<file path="config.mk">
export PLATFORM = sky130hd
export DESIGN_NAME = runner_ctrl
export DESIGN_NICKNAME = d
export VERILOG_FILES = /design/src/rtl/runner_pkg.sv /design/src/rtl/runner_tick_gen.sv /design/src/rtl/runner_ctrl.sv
export SDC_FILE = /design/constraint.sdc
export NUM_CORES = 1
export LEC_CHECK = 0
export BUFFER_PORTS_ARGS = -buffer_cell sky130_fd_sc_hd__buf_4
export CORE_AREA = 2 2 103 105
export CTS_CLUSTER_DIAMETER = 150
export DETAILED_ROUTE_END_ITERATION = 8
export DIE_AREA = 0 0 105 107
export PLACE_DENSITY = 0.83
export SLEW_MARGIN = 20
export SYNTH_ARGS = -nofsm -noshare
export SYNTH_HDL_FRONTEND = slang
export SYNTH_SLANG_ARGS = --single-unit
</file>
<file path="constraint.sdc">
create_clock -name Clk -period 6.6 [get_ports Clk]
set_clock_uncertainty 0.1 [all_clocks]
set_input_delay 0.33 -clock Clk [delete_from_list [all_inputs] [get_ports Clk]]
set_output_delay 0.33 -clock Clk [all_outputs]
set_load 0.01 [all_outputs]
</file>
<file path="src/rtl/runner_pkg.sv">
// rtl/runner_pkg.sv - shared state encoding and width helpers for the runner controller
package runner_pkg;

  localparam int ST_W = 6;

  // One-hot game states; bit order matches the q_* decode outputs.
  typedef enum logic [ST_W-1:0] {
    ST_IDLE  = 6'b000001,
    ST_RUN   = 6'b000010,
    ST_JUMP  = 6'b000100,
    ST_DUCK  = 6'b001000,
    ST_PAUSE = 6'b010000,
    ST_OVER  = 6'b100000
  } state_t;

  localparam int IDLE_B  = 0;
  localparam int RUN_B   = 1;
  localparam int JUMP_B  = 2;
  localparam int DUCK_B  = 3;
  localparam int PAUSE_B = 4;
  localparam int OVER_B  = 5;

  // Signed vertical velocity needs one extra bit over the height to reach +/- full range.
  function automatic int vel_w(input int pos_w);
    return pos_w + 1;
  endfunction

endpackage

</file>
<file path="src/rtl/runner_tick_gen.sv">
// rtl/runner_tick_gen.sv - free-running prescaler producing the one-cycle game tick
module runner_tick_gen #(
  parameter int TICK_DIV = 65536
) (
  input  logic Clk,
  input  logic Reset,
  output logic tick
);

  localparam int CNT_W = $clog2(TICK_DIV);
  localparam logic [CNT_W-1:0] LAST = CNT_W'(TICK_DIV - 1);

  logic [CNT_W-1:0] cnt;

  // Count 0..TICK_DIV-1 in every game state and wrap.
  always_ff @(posedge Clk or posedge Reset) begin
    if (Reset) begin
      cnt <= '0;
    end else if (cnt == LAST) begin
      cnt <= '0;
    end else begin
      cnt <= cnt + CNT_W'(1);
    end
  end

  assign tick = (cnt == LAST);

endmodule

</file>
<file path="src/rtl/runner_ctrl.sv">
// rtl/runner_ctrl.sv - runner game FSM with jump physics, scoring, speed ramp and high score
module runner_ctrl
  import runner_pkg::*;
#(
  parameter int POS_W         = 8,
  parameter int SCORE_W       = 16,
  parameter int SPEED_W       = 8,
  parameter int TICK_DIV      = 65536,
  parameter int JUMP_V0       = 20,
  parameter int GRAVITY       = 1,
  parameter int PTS_PER_SPEED = 100,
  parameter int MAX_SPEED     = 255
) (
  input  logic               Clk,
  input  logic               Reset,
  input  logic               Start,
  input  logic               Restart,
  input  logic               Jump,
  input  logic               Duck,
  input  logic               Pause,
  input  logic               hit_obs,
  output logic               q_Idle,
  output logic               q_Run,
  output logic               q_Jump,
  output logic               q_Duck,
  output logic               q_Pause,
  output logic               q_Over,
  output logic [POS_W-1:0]   y_pos,
  output logic [SCORE_W-1:0] score,
  output logic [SCORE_W-1:0] hi_score,
  output logic [SPEED_W-1:0] speed,
  output logic               tick,
  output logic               new_hi
);

  localparam int VW    = vel_w(POS_W);
  localparam int PTS_W = $clog2(PTS_PER_SPEED + 1);

  state_t                     state;
  state_t                     resume_state;
  logic signed [VW-1:0]       vy;
  logic        [PTS_W-1:0]    pts;
  logic        [SCORE_W-1:0]  hi_snap;

  logic signed [VW:0]         y_sum;
  logic                       land;
  logic        [POS_W-1:0]    y_next;
  logic        [SCORE_W-1:0]  score_inc;
  logic        [SPEED_W-1:0]  speed_inc;
  logic                       pts_wrap;

  runner_tick_gen #(
    .TICK_DIV(TICK_DIV)
  ) u_tick_gen (
    .Clk  (Clk),
    .Reset(Reset),
    .tick (tick)
  );

  // Next-tick physics and saturating counter candidates.
  always_comb begin
    y_sum     = $signed({2'b00, y_pos}) + $signed({vy[VW-1], vy});
    land      = vy[VW-1] && (y_sum[VW] || (y_sum == '0));
    y_next    = y_sum[POS_W-1:0];
    if (!y_sum[VW] && y_sum[POS_W]) begin
      y_next = '1;
    end
    score_inc = (score == '1) ? score : score + SCORE_W'(1);
    speed_inc = (speed >= SPEED_W'(MAX_SPEED)) ? speed : speed + SPEED_W'(1);
    pts_wrap  = (pts == PTS_W'(PTS_PER_SPEED - 1));
  end

  // Game FSM plus all registered game state; a hit always wins over pause and movement.
  always_ff @(posedge Clk or posedge Reset) begin
    if (Reset) begin
      state        <= ST_IDLE;
      resume_state <= ST_RUN;
      y_pos        <= '0;
      vy           <= '0;
      score        <= '0;
      hi_score     <= '0;
      hi_snap      <= '0;
      speed        <= '0;
      pts          <= '0;
    end else begin
      case (state)
        ST_IDLE: begin
          score <= '0;
          speed <= SPEED_W'(1);
          y_pos <= '0;
          vy    <= '0;
          pts   <= '0;
          if (Start) begin
            state   <= ST_RUN;
            hi_snap <= hi_score;
          end
        end
        ST_RUN, ST_JUMP, ST_DUCK: begin
          if (hit_obs) begin
            state <= ST_OVER;
            if (score > hi_score) begin
              hi_score <= score;
            end
            if ((state == ST_JUMP) && tick && land) begin
              y_pos <= '0;
              vy    <= '0;
            end
          end else if (Pause) begin
            state        <= ST_PAUSE;
            resume_state <= state;
          end else begin
            if (tick) begin
              score <= score_inc;
              if (pts_wrap) begin
                pts   <= '0;
                speed <= speed_inc;
              end else begin
                pts <= pts + PTS_W'(1);
              end
            end
            case (state)
              ST_RUN: begin
                if (Jump) begin
                  state <= ST_JUMP;
                  vy    <= VW'(JUMP_V0);
                end else if (Duck) begin
                  state <= ST_DUCK;
                end
              end
              ST_DUCK: begin
                if (Jump) begin
                  state <= ST_JUMP;
                  vy    <= VW'(JUMP_V0);
                end else if (!Duck) begin
                  state <= ST_RUN;
                end
              end
              default: begin
                if (tick) begin
                  if (land) begin
                    y_pos <= '0;
                    vy    <= '0;
                    state <= Duck ? ST_DUCK : ST_RUN;
                  end else begin
                    y_pos <= y_next;
                    vy    <= vy - VW'(GRAVITY);
                  end
                end
              end
            endcase
          end
        end
        ST_PAUSE: begin
          if (!Pause) begin
            state <= resume_state;
          end
        end
        ST_OVER: begin
          if (Restart) begin
            state <= ST_IDLE;
          end
        end
        default: state <= ST_IDLE;
      endcase
    end
  end

  assign q_Idle  = state[IDLE_B];
  assign q_Run   = state[RUN_B];
  assign q_Jump  = state[JUMP_B];
  assign q_Duck  = state[DUCK_B];
  assign q_Pause = state[PAUSE_B];
  assign q_Over  = state[OVER_B];
  assign new_hi  = !state[IDLE_B] && (score > hi_snap);

endmodule
</file>
After elaboration in Yosys (flattened, before gate mapping)
Index checks and enable logic that the tools add are counted.
{"block": "totals", "in_bits": 8, "output_inout_bits": 56, "regBits": 108}
{"block": "op_classes", "muxes": 47, "n_eq_ne": 27, "reduce_logical": 21, "magnitude_cmp": 3, "add_sub_neg": 6, "bitwise_logic": 1}
{"cell": "8-bit 2-to-1 mux", "n": 12}
{"cell": "16-bit 2-to-1 mux", "n": 5}
{"cell": "6-bit 2-to-1 mux", "n": 11}
{"cell": "9-bit 2-to-1 mux", "n": 7}
{"cell": "16-bit by 1-bit adder with 16-bit output (second input constant)", "n": 2}
{"cell": "16-bit == test (second input constant)", "n": 2}
{"cell": "16-bit > comparator", "n": 2}
{"cell": "16-bit one-hot mux with 2 select lines", "n": 1}
{"cell": "8-bit one-hot mux with 2 select lines", "n": 2}
{"cell": "7-bit 2-to-1 mux", "n": 4}
{"cell": "6-bit != test (second input constant)", "n": 4}
{"cell": "6-bit one-hot mux with 4 select lines", "n": 1}
{"cell": "9-bit one-hot mux with 2 select lines", "n": 1}
{"cell": "2-bit != test (second input constant)", "n": 8}
{"cell": "5-bit AND reduction", "n": 3}
{"cell": "7-bit one-hot mux with 2 select lines", "n": 1}
{"cell": "3-bit != test (second input constant)", "n": 4}
{"cell": "6-bit one-hot mux with 2 select lines", "n": 1}
{"cell": "6-bit AND reduction", "n": 2}
{"cell": "9-bit by 9-bit adder with 10-bit output", "n": 1}
{"cell": "10-bit logical NOT", "n": 1}
{"cell": "9-bit by 2-bit subtractor with 9-bit output (second input constant)", "n": 1}
{"cell": "8-bit by 1-bit adder with 8-bit output (second input constant)", "n": 1}
{"cell": "8-bit greater-or-equal comparator (second input constant)", "n": 1}
{"cell": "other kinds (20)", "n": 27}

Depth between registers and ports, before layout
Gate-level depths: netlist (run 1).
{"block": "logic_depth", "depth_word": 10, "ltp_mapped": 12, "depth_no_buf": 10}

Modules after synthesis
Synthesis (run 1) repeated with hierarchy kept, for this count alone.
{"block": "hier_totals", "hier_cells": 677, "area_unflattened_um2": 6394.9}
{"module": "runner_ctrl", "cells_each": 606, "n_inst": 1, "area_per_inst_um2": 5641.7}
{"module": "runner_tick_gen", "cells_each": 71, "n_inst": 1, "area_per_inst_um2": 753.2}

Worst setup path after synthesis (run 1)
No wires, ideal clock.
{"block": "synth_timing", "kind": "reg2reg", "startpoint": "register y_pos[0]", "endpoint": "register y_pos[0]", "path_stages_with_launch": 11, "path_slack_ns": 3.311, "n_path_buf": 0, "t_arrival_ns": 3.064, "cell_sequence": "dfrtp_1 -> ha_1 -> fa_1 -> a211oi_2 -> nor2_1 -> xnor2_1 -> o2111ai_1 -> o41ai_4 -> a21oi_2 -> nor3_4 -> mux2_2"}
{"block": "synth_between", "elab_chain_len": 10, "elab_cells_between_ends": 16, "classes_between": "add/sub: 1; eq/ne: 1; mux: 7; reduce/logical: 7"}
{"element": "start, declared", "line": "runner_ctrl.sv:28", "source": "output logic [POS_W-1:0] y_pos,"}
{"element": "start signal, assigned", "line": "runner_ctrl.sv:145", "source": "y_pos <= y_next;"}
{"element": "9-bit by 9-bit adder with 10-bit output (*)", "line": "runner_ctrl.sv:62", "source": "y_sum = $signed({2'b00, y_pos}) + $signed({vy[VW-1], vy});"}
{"element": "10-bit logical NOT / 1-bit logical NOT (equally long branches)", "line": "runner_ctrl.sv:63, runner_ctrl.sv:65"}
{"element": "1-bit logical OR / 1-bit logical AND (equally long branches)", "line": "runner_ctrl.sv:63, runner_ctrl.sv:65"}
{"element": "1-bit logical AND / 8-bit 2-to-1 mux (equally long branches)", "line": "runner_ctrl.sv:63, runner_ctrl.sv:65"}
{"element": "8-bit 2-to-1 mux", "line": "runner_ctrl.sv:140", "source": "if (land) begin"}
{"element": "8-bit 2-to-1 mux", "line": "runner_ctrl.sv:139", "source": "if (tick) begin"}
{"element": "8-bit 2-to-1 mux", "line": "runner_ctrl.sv:121", "source": "case (state)"}
{"element": "8-bit 2-to-1 mux", "line": "runner_ctrl.sv:108", "source": "end else if (Pause) begin"}
{"element": "8-bit 2-to-1 mux", "line": "runner_ctrl.sv:99", "source": "if (hit_obs) begin"}
{"element": "8-bit one-hot mux with 2 select lines", "line": "runner_ctrl.sv:86", "source": "case (state)"}
Mark *: on every way between the ends. The rest lies on a longest branch, timed or not. The select of a mux whose other input is x is not followed.
A chain may end at the register's enable or synchronous reset.

Final worst setup path (run 1)
{"block": "layout_timing", "startpoint": "register vy[0]", "endpoint": "register y_pos[5]"}
{"block": "layout_between", "elab_chain_len": 10, "elab_cells_between_ends": 16, "classes_between": "add/sub: 1; eq/ne: 1; mux: 7; reduce/logical: 7"}
{"element": "start, declared", "line": "runner_ctrl.sv:41", "source": "logic signed [VW-1:0] vy;"}
{"element": "start signal, assigned", "line": "runner_ctrl.sv:125", "source": "vy <= VW'(JUMP_V0);"}
{"element": "start signal, assigned", "line": "runner_ctrl.sv:133", "source": "vy <= VW'(JUMP_V0);"}
{"element": "start signal, assigned", "line": "runner_ctrl.sv:146", "source": "vy <= vy - VW'(GRAVITY);"}
{"element": "9-bit by 9-bit adder with 10-bit output (*)", "line": "runner_ctrl.sv:62"}
{"element": "10-bit logical NOT / 1-bit logical NOT (equally long branches)", "line": "runner_ctrl.sv:63, runner_ctrl.sv:65"}
{"element": "1-bit logical OR / 1-bit logical AND (equally long branches)", "line": "runner_ctrl.sv:63, runner_ctrl.sv:65"}
{"element": "1-bit logical AND / 8-bit 2-to-1 mux (equally long branches)", "line": "runner_ctrl.sv:63, runner_ctrl.sv:65"}
{"element": "8-bit 2-to-1 mux", "line": "runner_ctrl.sv:140"}
{"element": "8-bit 2-to-1 mux", "line": "runner_ctrl.sv:139"}
{"element": "8-bit 2-to-1 mux", "line": "runner_ctrl.sv:121"}
{"element": "8-bit 2-to-1 mux", "line": "runner_ctrl.sv:108"}
{"element": "8-bit 2-to-1 mux", "line": "runner_ctrl.sv:99"}
{"element": "8-bit one-hot mux with 2 select lines", "line": "runner_ctrl.sv:86"}
Marks and branches as above.

==> results.md, run 1 <==
- Post-synthesis adder-cell area fraction: 9.28%
- Synth Flop Type: dfrtp_1
- First-pass GRT wire length: 23.3 mm
- Num CTS Buffers: 9
- Initial antenna violation count: 0
- Final HPWL DP: 10.1 mm
- Kind of critical path: flip-flop to flip-flop
- Synth cell types: 68
- Synth area leaders: dfrtp_1 (42%), ha_1 (9.0%), mux2_2 (5.0%)
- Post-CTS sizing: 0
- Leak pwr: 3.50 nW
- Max VDD drop: 0.176 mV
- Syn_nets: 704
- Input/output buffers: 63
- Synth top area share: 42.2%
- Crit start category: flip-flop
- Unrepaired setup endpoints after global routing: no
- Largest net degree at the start of global routing: 70
- Setup bufs post-CTS: 0
- CTS tree: yes
- Final hold vios: 0
- Vias per cell: 5.89
- Worst-path maximum fanout: 8
- Max_cap viols: 0
- Chip width: 105 um
- Max Freq: 278 MHz
- Run status: complete, no violations
- Max-slew headroom: 31.0%
- Hold Crit Class: primary input to flip-flop
- Final Cycle Share: 54.4%
- Antenna cells: 0
- Async SR Flop Fraction: 100%
- Setup-failing EPs final: 0
- Power per cell area: 249 nW/um^2
- Simple-gate share of the synthesized area: 19.0%
- Latest clock arrival within the worst-skew pair: 0.37 ns
- GP Congestion: 0.936
- Congestion Overflow GR: 0
- Critical-path cell with the highest stage delay: o41ai_4
- Io pins: 64
- GRT Util Overall: 25.7%
- Core area: 10100 um^2
- Finished Cell Area: 7070 um^2
- Layout cells sized above 1: 17.8%
- Most frequent cell after synthesis: dfrtp_1
- Post-synthesis xor/xnor area fraction: 5.58%
- Placed Area: 6870 um^2
- Drt first pass iters: 5
- Req. time, crit path: 6.76 ns
- Final Non-Filler Cells: 850
- Layout Nets: 765
- Setup crit end kind: flip-flop
- Deepest clock path buffer count: 2
- Synthesized area: 6280 um^2
- Worst-path cell chain: ha_1 -> fa_1 -> a211oi_2 -> nor2_1 -> xnor2_1 -> o2111ai_1 -> o41ai_4 -> a21oi_2 -> nor3_4 -> mux2_2
- Most frequent cells after synthesis: dfrtp_1 (106), nor2_1 (64), nand2_1 (59)
- Post-DRT Antenna Nets: 0
- Worst path max stage delay: 0.57 ns
- Worst-Margin Slew: 1.03 ns
- WP data arrival: 3.75 ns
- CTS sink count: 108
- Mean Syn Cell Area: 9.67 um^2
- Post-layout min period: 3.59 ns
- DIE HEIGHT: 107 um
- Total number of vias: 5003
- Post-synth EDFFs: 0
- Initial core utilization: 62.3%
- Yosys reg bits: 108
- Sequential share of the synthesized area: 43.1%
- Post-synthesis mux area share: 6.01%
- Rows: 37
- Synth Area in Compound Gates: 13.1%
- CTS H-tree lvls: 3
- Post-placement cell count: 835
- Setup_tns: 0 ns
- Max-slew violations: 0
- Clk root buf: clkbuf_8
- Synth Warn #: 0
- Post-Synthesis Cells: 650
- Clock-pin slew on the worst setup and hold paths: 0.09 ns
- Largest family of logic cells by synthesized area: simple AND/OR/NAND/NOR gates
- Syn-to-layout area delta: 12.5%
- DRT iter0 DRCs: 335
- Vias in the first global route: 4888
- Average wire per standard cell: 16.2 um
- DRC violations left: 0
- Routed wire length: 13.8 mm
- DIE AREA: 11200 um^2
- Largest area contributor in the netlist: dfrtp_1
-- metal layers --
metal / share of wire (%) / GRT usage [%] / vias up
li1: - / - / 2412
met1: 44 / 33.4 / 2424
met2: 51 / 44.3 / 144
met3: 4.3 / 5.17 / 23
met4: 1.4 / 6.57 / 0
met5: 0 / 0 / -
-- critical path: cells and delay by family, from the launching register on --
kind            cells  cell delay, ns
fa+ha+maj           2            0.64
xor+xnor            1            0.19
simple gates        2            0.54
mux                 1            0.39
flops               1            0.42
compound gates      4            1.20
-- stage by stage --
step	total power, mW	setup slack, ns	hold slack, ns	util [%]
floorplan	1.20	3.31	0.292	-
CTS	1.77	2.96	0.0456	70.0
finish	1.76	3.01	0.0516	70.0
global route	1.87	2.68	0.0388	70.0
global placement	1.35	3.09	0.294	68.0
detailed placement	1.37	3.00	0.296	68.0
-- path summary, 6_finish.rpt --
kind                               startpoint  depth (start not counted)  slack (ns)                 end
setup / recovery                        vy[0]                         10        3.01            y_pos[5]
hold / removal                          Start                          2        0.05            state[0]
setup reg to reg                        vy[0]                         10        3.01            y_pos[5]
hold reg to reg            u_tick_gen.cnt[12]                          1        0.38  u_tick_gen.cnt[12]
max in group asynchronous               Reset                          4        4.73               vy[3]
min in group asynchronous               Reset                          3        0.44            speed[1]
-- where the power goes --
part / internal, mW / leakage (nW) / total (mW) / switching, mW
Sequential: 0.704 / 1.48 / 0.771 / 0.0667
Combinational: 0.224 / 1.92 / 0.590 / 0.365
Clock: 0.192 / 0.0983 / 0.401 / 0.210
-- cells in the final DEF (no fill, tap or decap), types with 4 or more instances in the layout --
cell,instances
mux2_2,28
a21oi_1,27
nand2b_1,6
and4_1,5
xor2_1,26
buf_4,66
and2_1,5
nand3b_1,5
nor3_1,15
ha_1,45
nand2_1,59
a221o_1,4
nand4_1,17
and3_1,12
o21ai_0,40
inv_1,42
o21a_1,8
or2_2,4
a21o_1,9
xnor2_1,14
mux2i_1,4
nor2b_1,7
nor2_1,64
dfrtp_1,106
nand3_1,20
clkbuf_8,11
-- cell type report --
class                   count  area (um^2)
clock buffers              12          155
clock inverters             2         35.0
fillers                   807         3030
inverters                  43          164
multi-input cells         482         3330
flip-flops and latches    108         2710
well taps                 136          170
repair buffers             67          505
-- sequential cells by signal, indices dropped and copies added (netlist names), 7 cells and up --
register	count
hi_score	16
hi_snap	16
vy	9
score	16
speed	8
pts	7
y_pos	8
u_tick_gen.cnt	16
-- kinds of logic (layout without fill, tap and decap cells) --
| kind of cell | count (synthesis) | count (layout) |
|---|---|---|
| compound gates | 124 | 124 |
| xor+xnor | 40 | 40 |
| fa+ha+maj | 46 | 46 |
| buf+inv | 60 | 124 |
| flops | 108 | 108 |
| mux | 34 | 34 |
| simple gates | 238 | 238 |
-- timing repair --
action / 4_1_cts / 5_1_grt
hold buffers: 1 / 0
endpoints found under the setup margin: 0 / 0
hold endpoints to repair: 39 / 0
Note: power is estimated with default switching activity, not from simulation.
==> run 2, diff against run 1 <==
--- a/config.mk
+++ b/config.mk
@@ -6,11 +6,11 @@
 export NUM_CORES = 1
 export LEC_CHECK = 0
 export BUFFER_PORTS_ARGS = -buffer_cell sky130_fd_sc_hd__buf_4
-export CORE_AREA = 2 2 103 105
+export CORE_AREA = 2 2 111 113
 export CTS_CLUSTER_DIAMETER = 150
 export DETAILED_ROUTE_END_ITERATION = 8
-export DIE_AREA = 0 0 105 107
-export PLACE_DENSITY = 0.83
+export DIE_AREA = 0 0 113 115
+export PLACE_DENSITY = 0.76
 export SLEW_MARGIN = 20
 export SYNTH_ARGS = -nofsm -noshare
 export SYNTH_HDL_FRONTEND = slang
==> constraint.sdc (replaced) <==
create_clock -name Clk -period 3.14 [get_ports Clk]
set_clock_uncertainty 0.1 [all_clocks]
set_input_delay 0.157 -clock Clk [delete_from_list [all_inputs] [get_ports Clk]]
set_output_delay 0.157 -clock Clk [all_outputs]
set_load 0.01 [all_outputs]
==> results.md, run 2 (same netlist as run 1, synthesis figures left out) <==
- Run status: complete, but fails checks
- Failing checks: design-rule violations, negative setup slack
- Kind of critical path: flip-flop to flip-flop
- Hold Path Sink: state[5]
- Clk root buf: clkbuf_16
- Max_cap viols: 0 (unchanged)
- Max-slew headroom: 62.2% (+31 points)
- Num CTS Buffers: 9 (unchanged)
- Routed wire length: 15.0 mm (+9.4%)
- Antenna cells: 0 (unchanged)
- Max VDD drop: 0.270 mV (+54%)
- Setup ws final: -0.0572 ns (-3.06 ns)
- Hold Crit Class: primary input to flip-flop
- Setup crit end kind: flip-flop
- Initial core utilization: 53.2% (-9.1 points)
- Sw frac: 36.3% (-0.11 points)
- Total number of vias: 5229 (+4.5%)
- Drt first pass iters: 7 (+2)
- Worst-path cell chain: ha_2 -> fa_2 -> a211oi_4 -> o21bai_2 -> a21oi_2 -> xnor2_2 -> o41ai_4 -> buf_4 -> a21oi_4 -> nor3_4 -> buf_12 -> mux2_2
- Buf/Inv on CP: 2 (+2)
- Dpl ws: -0.195 ns (-3.20 ns)
- Hold path startpoint: Restart
- Final HPWL DP: 10.7 mm (+6.2%)
- Input/output buffers: 63 (unchanged)
- CTS sink count: 108 (unchanged)
- Vias in the first global route: 5165 (+5.7%)
- Deepest clock path buffer count: 2 (unchanged)
- Clock power frac: 26.3% (+3.5 points)
- DIE AREA: 13000 um^2 (+16%)
- Req. time, crit path: 3.29 ns (-3.47 ns)
- Worst hold path depth: 4 (+2)
- Critical-path cell with the highest stage delay: dfrtp_1
- Largest net degree at the start of global routing: 109 (+56%)
- Crit start category: flip-flop
- Critical R2R Launch: vy[0]
- Finished Cell Area: 7650 um^2 (+8.3%)
- NetSw: 1.53 mW (+140%)
- Worst path max stage delay: 0.40 ns (-0.17 ns)
- Fin Hold WS: 0.0487 ns (-0.00290 ns)
- DRT iter0 DRCs: 378 (+13%)
- Share of power burned in registers: 37.8% (-6.0 points)
- CTS H-tree lvls: 3 (unchanged)
- Setup_tns: -0.416 ns (-0.416 ns)
- Power per cell area: 551 nW/um^2 (+120%)
- CP delay by family, top: compound AO/OA/AOI/OAI gates
- Gate power share: 35.9% (+2.4 points)
- Clock-pin slew on the worst setup and hold paths: 0.08 ns (about the same)
- Latest clock arrival within the worst-skew pair: 0.36 ns (about the same)
- Rows: 40 (+8.1%)
- DRC violations left: 3 (+3)
- Register-to-Register Path Depth: 12 (+2)
- Chip width: 113 um (+7.6%)
- Average wire per standard cell: 16.6 um (+2.5%)
- Util after Layout: 64.8% (-5.2 points)
- Layout Nets: 809 (+5.8%)
- Unrepaired setup endpoints after global routing: yes
- First-pass GRT wire length: 25.2 mm (+8.0%)
- Io pins: 64 (unchanged)
- Max Freq: 313 MHz (+12%)
- Max-slew violations: 0 (unchanged)
- Initial antenna violation count: 0 (unchanged)
- Congestion Overflow GR: 0 (unchanged)
- Internal Power: 2.68 mW (+140%)
- Placed Area: 7140 um^2 (+4.0%)
- Reg2Reg Capture Point: y_pos[6]
- R2R Setup Slk: -0.06 ns (-3.06 ns)
- Vias per cell: 5.77 (-2.1%)
- CTS tree: yes
- Post-layout min period: 3.20 ns (-0.395 ns)
- GP Congestion: 0.901 (-3.8%)
- Layout cells sized above 1: 24.6% (+6.8 points)
- Worst-Margin Slew: 0.563 ns (-0.468 ns)
- WP data arrival: 3.35 ns (-0.40 ns)
- Core area: 11800 um^2 (+17%)
- Final hold vios: 0 (unchanged)
- Leak pwr: 3.79 nW (+8.3%)
- GRT Util Overall: 24.1% (-1.6 points)
- Final Cycle Share: 102% (+47 points)
- Worst-path maximum fanout: 8 (unchanged)
- Syn-to-layout area delta: 21.8%
- DIE HEIGHT: 115 um (+7.5%)
- Commonest cells after routing, fill and taps aside: dfrtp_1 (105), buf_4 (105), nor2_1 (64), nand2_1 (59), ha_1 (44)
- Setup-failing EPs final: 10 (+10)
- Post-DRT Antenna Nets: 0 (unchanged)
==> run 2: worst min-delay path, cell delays in order <==
cell and delay, ns:
buf_4 0.08, nor2_1 0.04, nand3_1 0.10, nand3_1 0.08
==> run 2: metal layers <==
metal	vias up	routed length [um]	global-route usage [%]
li1	2507	-	-
met1	2557	6630	32.6
met2	134	7320	38.7
met3	31	699	4.16
met4	0	392	10.5
met5	-	0	0
==> run 2: cell type report <==
class	instances	area, um^2
timing repair buffer	111	868
tap	147	184
sequential	108	2710
clock inverter	7	58.8
fill	938	4160
inverter	43	165
multi-input combinational	482	3440
clock buffer	9	225
==> run 2: repair_timing <==
| action | in CTS | in global routing |
|---|---|---|
| pin swaps | 5 | 3 |
| gates resized for setup | 7 | 13 |
| setup buffers | 10 | 1 |
| endpoints found under the hold margin | 108 | 1 |
| endpoints found under the setup margin | 16 | 31 |
| hold buffers | 3 | 1 |
==> run 2: power groups by stage <==
stage | Clock [mW] | Sequential (mW) | Combinational, mW
final | 1.11 | 1.59 | 1.51
after CTS | 1.13 | 1.59 | 1.45
after detailed placement | 0 | 1.62 | 1.38
after floorplan | 0 | 1.60 | 0.935
after global routing | 1.19 | 1.60 | 1.66
after global placement | 0 | 1.61 | 1.34
==> run 2: worst max path at each step <==
stage / from / depth (start not counted) / slack [ns] / endpoint
finish: vy[0] / 12 / -0.06 / y_pos[6]
global placement: vy[0] / 11 / 0.02 / vy[3]
floorplan: y_pos[0] / 11 / 0.02 / vy[5]
CTS: vy[0] / 12 / -0.05 / y_pos[4]
global route: vy[0] / 12 / -0.16 / y_pos[7]
detailed placement: vy[0] / 11 / -0.19 / vy[3]
==> run 2: through the flow <==
step / cells / total power, mW
4_1_cts: 905 / 4.16
5_1_grt: 907 / 4.46
3_3_place_gp: 876 / 2.95
3_5_place_dp: 876 / 3.00
6_report: 907 / 4.22
2_1_floorplan: 650 / 2.53
==> run 3, diff against run 2 <==
--- a/config.mk
+++ b/config.mk
@@ -5,12 +5,13 @@
 export SDC_FILE = /design/constraint.sdc
 export NUM_CORES = 1
 export LEC_CHECK = 0
+export ABC_AREA = 1
 export BUFFER_PORTS_ARGS = -buffer_cell sky130_fd_sc_hd__buf_4
-export CORE_AREA = 2 2 111 113
+export CORE_AREA = 2 2 116 118
 export CTS_CLUSTER_DIAMETER = 150
 export DETAILED_ROUTE_END_ITERATION = 8
-export DIE_AREA = 0 0 113 115
-export PLACE_DENSITY = 0.76
+export DIE_AREA = 0 0 118 120
+export PLACE_DENSITY = 0.75
 export SLEW_MARGIN = 20
 export SYNTH_ARGS = -nofsm -noshare
 export SYNTH_HDL_FRONTEND = slang
==> results.md, run 3 <==
- Run status: complete, no violations
- Max-slew headroom: 52.9% (-9.3 points)
- Layout cells sized above 1: 15.2% (-9.4 points)
- Syn-to-layout area delta: 16.5%
- CTS tree: yes
- DRT iter0 DRCs: 307 (-19%)
- First-pass GRT wire length: 26.8 mm (+6.3%)
- GRT Util Overall: 23.2% (-0.96 points)
- Latest clock arrival within the worst-skew pair: 0.36 ns (about the same)
- GP Congestion: 0.861 (-4.5%)
- Most frequent cells after synthesis: nand2_1 (210), inv_1 (111), dfrtp_1 (106)
- Yosys reg bits: 108 (unchanged)
- Sequential share of the synthesized area: 39.7% (-3.4 points)
- R2R Setup Slk: 0.27 ns (+0.33 ns)
- Total number of vias: 5961 (+14%)
- Post-DRT Antenna Nets: 0 (unchanged)
- Syn_nets: 919 (+31%)
- Worst-Margin Slew: 0.707 ns (+0.144 ns)
- CP delay by family, top: simple AND/OR/NAND/NOR gates
- Vias in the first global route: 5583 (+8.1%)
- Power per cell area: 668 nW/um^2 (+21%)
- Io pins: 64 (unchanged)
- Buf/Inv on CP: 0 (-2)
- Async SR Flop Fraction: 100% (unchanged)
- Max Freq: 349 MHz (+12%)
- Most frequent cell after synthesis: nand2_1
- Synthesized area: 6820 um^2 (+8.5%)
- Chip width: 118 um (+4.4%)
- Post-Synthesis Cells: 865 (+33%)
- Worst-path cell chain: ha_1 -> fa_1 -> or2_2 -> nor2_1 -> nand3_1 -> nor2_1 -> nand3_2 -> nand2_2 -> nand2_1 -> nand2_4 -> nand3_4 -> nand2_1 -> nand2_1
- WP data arrival: 3.01 ns (-0.34 ns)
- Synth top area share: 38.9% (-3.3 points)
- Max VDD drop: 0.410 mV (+52%)
- Unrepaired setup endpoints after global routing: no
- Clk root buf: clkbuf_16
- Largest area contributor in the netlist: dfrtp_1
- Setup bufs post-CTS: 0 (-10)
- CTS H-tree lvls: 3 (unchanged)
- Synth Warn #: 0 (unchanged)
- CP most frequent cell: nand2_1
- Post-placement cell count: 1100 (+26%)
- Synth area leaders: dfrtp_1 (39%), nand2_1 (12%), ha_1 (8.3%)
- Overall Power: 5.31 mW (+26%)
- Dpl ws: 0.262 ns (+0.456 ns)
- Deepest clock path buffer count: 2 (unchanged)
- Final Non-Filler Cells: 1119 (+23%)
- Post-layout min period: 2.87 ns (-0.331 ns)
- Commonest non-fill, non-tap cell in the layout: nand2_1
- Final Cycle Share: 91.3% (-11 points)
- Leak pwr: 3.92 nW (+3.6%)
- Synth Flop Type: dfrtp_1
- Hold Crit Class: primary input to flip-flop
- DRC violations left: 0 (-3)
- Post-synth EDFFs: 0 (unchanged)
- Initial antenna violation count: 0 (unchanged)
- Vias per cell: 5.33 (-7.6%)
- Initial core utilization: 52.5% (-0.65 points)
- Routed wire length: 15.9 mm (+5.4%)
- Kind of critical path: flip-flop to flip-flop
- Congestion Overflow GR: 0 (unchanged)
- Num CTS Buffers: 9 (unchanged)
- Core area: 13000 um^2 (+9.9%)
- Mean Syn Cell Area: 7.88 um^2 (-18%)
- Max-slew violations: 0 (unchanged)
- Layout Nets: 992 (+23%)
- Critical-path cell with the highest stage delay: fa_1
- Setup crit end kind: flip-flop
- Drt first pass iters: 6 (-1)
- Largest net degree at the start of global routing: 57 (-48%)
- Rows: 42 (+5.0%)
- Max_cap viols: 0 (unchanged)
- Setup-failing EPs final: 0 (-10)
- Worst path max stage delay: 0.46 ns (+0.06 ns)
- CTS sink count: 108 (unchanged)
- Setup ws final: 0.273 ns (+0.331 ns)
- Fin Hold WS: 0.0176 ns (-0.0311 ns)
- DIE HEIGHT: 120 um (+4.3%)
- Worst-path maximum fanout: 19 (+11)
- Commonest cells after routing, fill and taps aside: nand2_1 (210), inv_1 (110), dfrtp_1 (106), buf_4 (75), nor2_1 (65)
- Setup_tns: 0 ns (+0.416 ns)
- Antenna cells: 0 (unchanged)
- Clock-pin slew on the worst setup and hold paths: 0.07 ns (about the same)
- Crit start category: flip-flop
- Final HPWL DP: 11.8 mm (+10%)
- Synth cell types: 49 (-28%)
- DIE AREA: 14200 um^2 (+9.0%)
- Average wire per standard cell: 14.2 um (-15%)
- Final hold vios: 0 (unchanged)
- Input/output buffers: 63 (unchanged)
- Req. time, crit path: 3.29 ns (about the same)
## run 3: worst register-to-register path, stage by stage (launching register included)
cell	delay (ns)
dfrtp_1	0.40
ha_1	0.25
fa_1	0.47
or2_2	0.29
nor2_1	0.11
nand3_1	0.09
nor2_1	0.12
nand3_2	0.15
nand2_2	0.14
nand2_1	0.11
nand2_4	0.21
nand3_4	0.17
nand2_1	0.11
nand2_1	0.05
## run 3: cell type report
cell class | instances | area (um^2)
clock buffer | 10 | 239
clock inverter | 6 | 134
fill | 1174 | 5030
inverter | 115 | 435
multi-input combinational | 625 | 3600
sequential | 108 | 2710
tap | 176 | 220
timing repair buffer | 79 | 613
## run 3: layer usage
layer / share of wire [%] / up-vias / wire [um] / GRT usage, %
met5: 0 / - / 0 / 0
li1: - / 3015 / - / -
met1: 46 / 2789 / 7360 / 31.5
met3: 3.9 / 21 / 626 / 3.37
met2: 48 / 136 / 7570 / 37.8
met4: 2.0 / 0 / 311 / 8.58
## run 3: power by group
part	internal (mW)	switching, mW	leakage, nW	total, mW
Clock	0.884	0.527	0.183	1.41
Sequential	1.56	0.178	1.47	1.74
Combinational	0.718	1.44	2.27	2.16
Total	3.16	2.15	3.92	5.31
## run 3: cell families after synthesis
family / synth area share (%)
and+or+nand+nor: 28.5
buffers and inverters: 7.76
AOI/OAI and AO/OA: 11.3
DFF: 39.7
adders and majority gates: 8.55
xor gates and xnor gates: 4.11
muxes: 0.165
## run 3: final timing paths
check | from | to | cells after the start
setup / recovery | y_pos[0] | vy[0] | 13
hold / removal | Jump | state[1] | 3
setup reg to reg | y_pos[0] | vy[0] | 13
hold reg to reg | u_tick_gen.cnt[4] | u_tick_gen.cnt[4] | 1
max in group asynchronous | Reset | state[0] | 4
min in group asynchronous | Reset | speed[0] | 3
## run 3: stage by stage
stage,utilization (%),instance area [um^2]
final,61.2,7950
after floorplan,-,6820
after detailed placement,58.0,7530
after CTS,61.1,7930
after global placement,58.0,7530
after global routing,61.2,7950
## run 3: repair_timing
| item | CTS | global route |
|---|---|---|
| setup endpoints to repair | 0 | 1 |
| hold buffers | 3 | 0 |
| gates resized for setup | 0 | 2 |
| endpoints found under the hold margin | 56 | 0 |
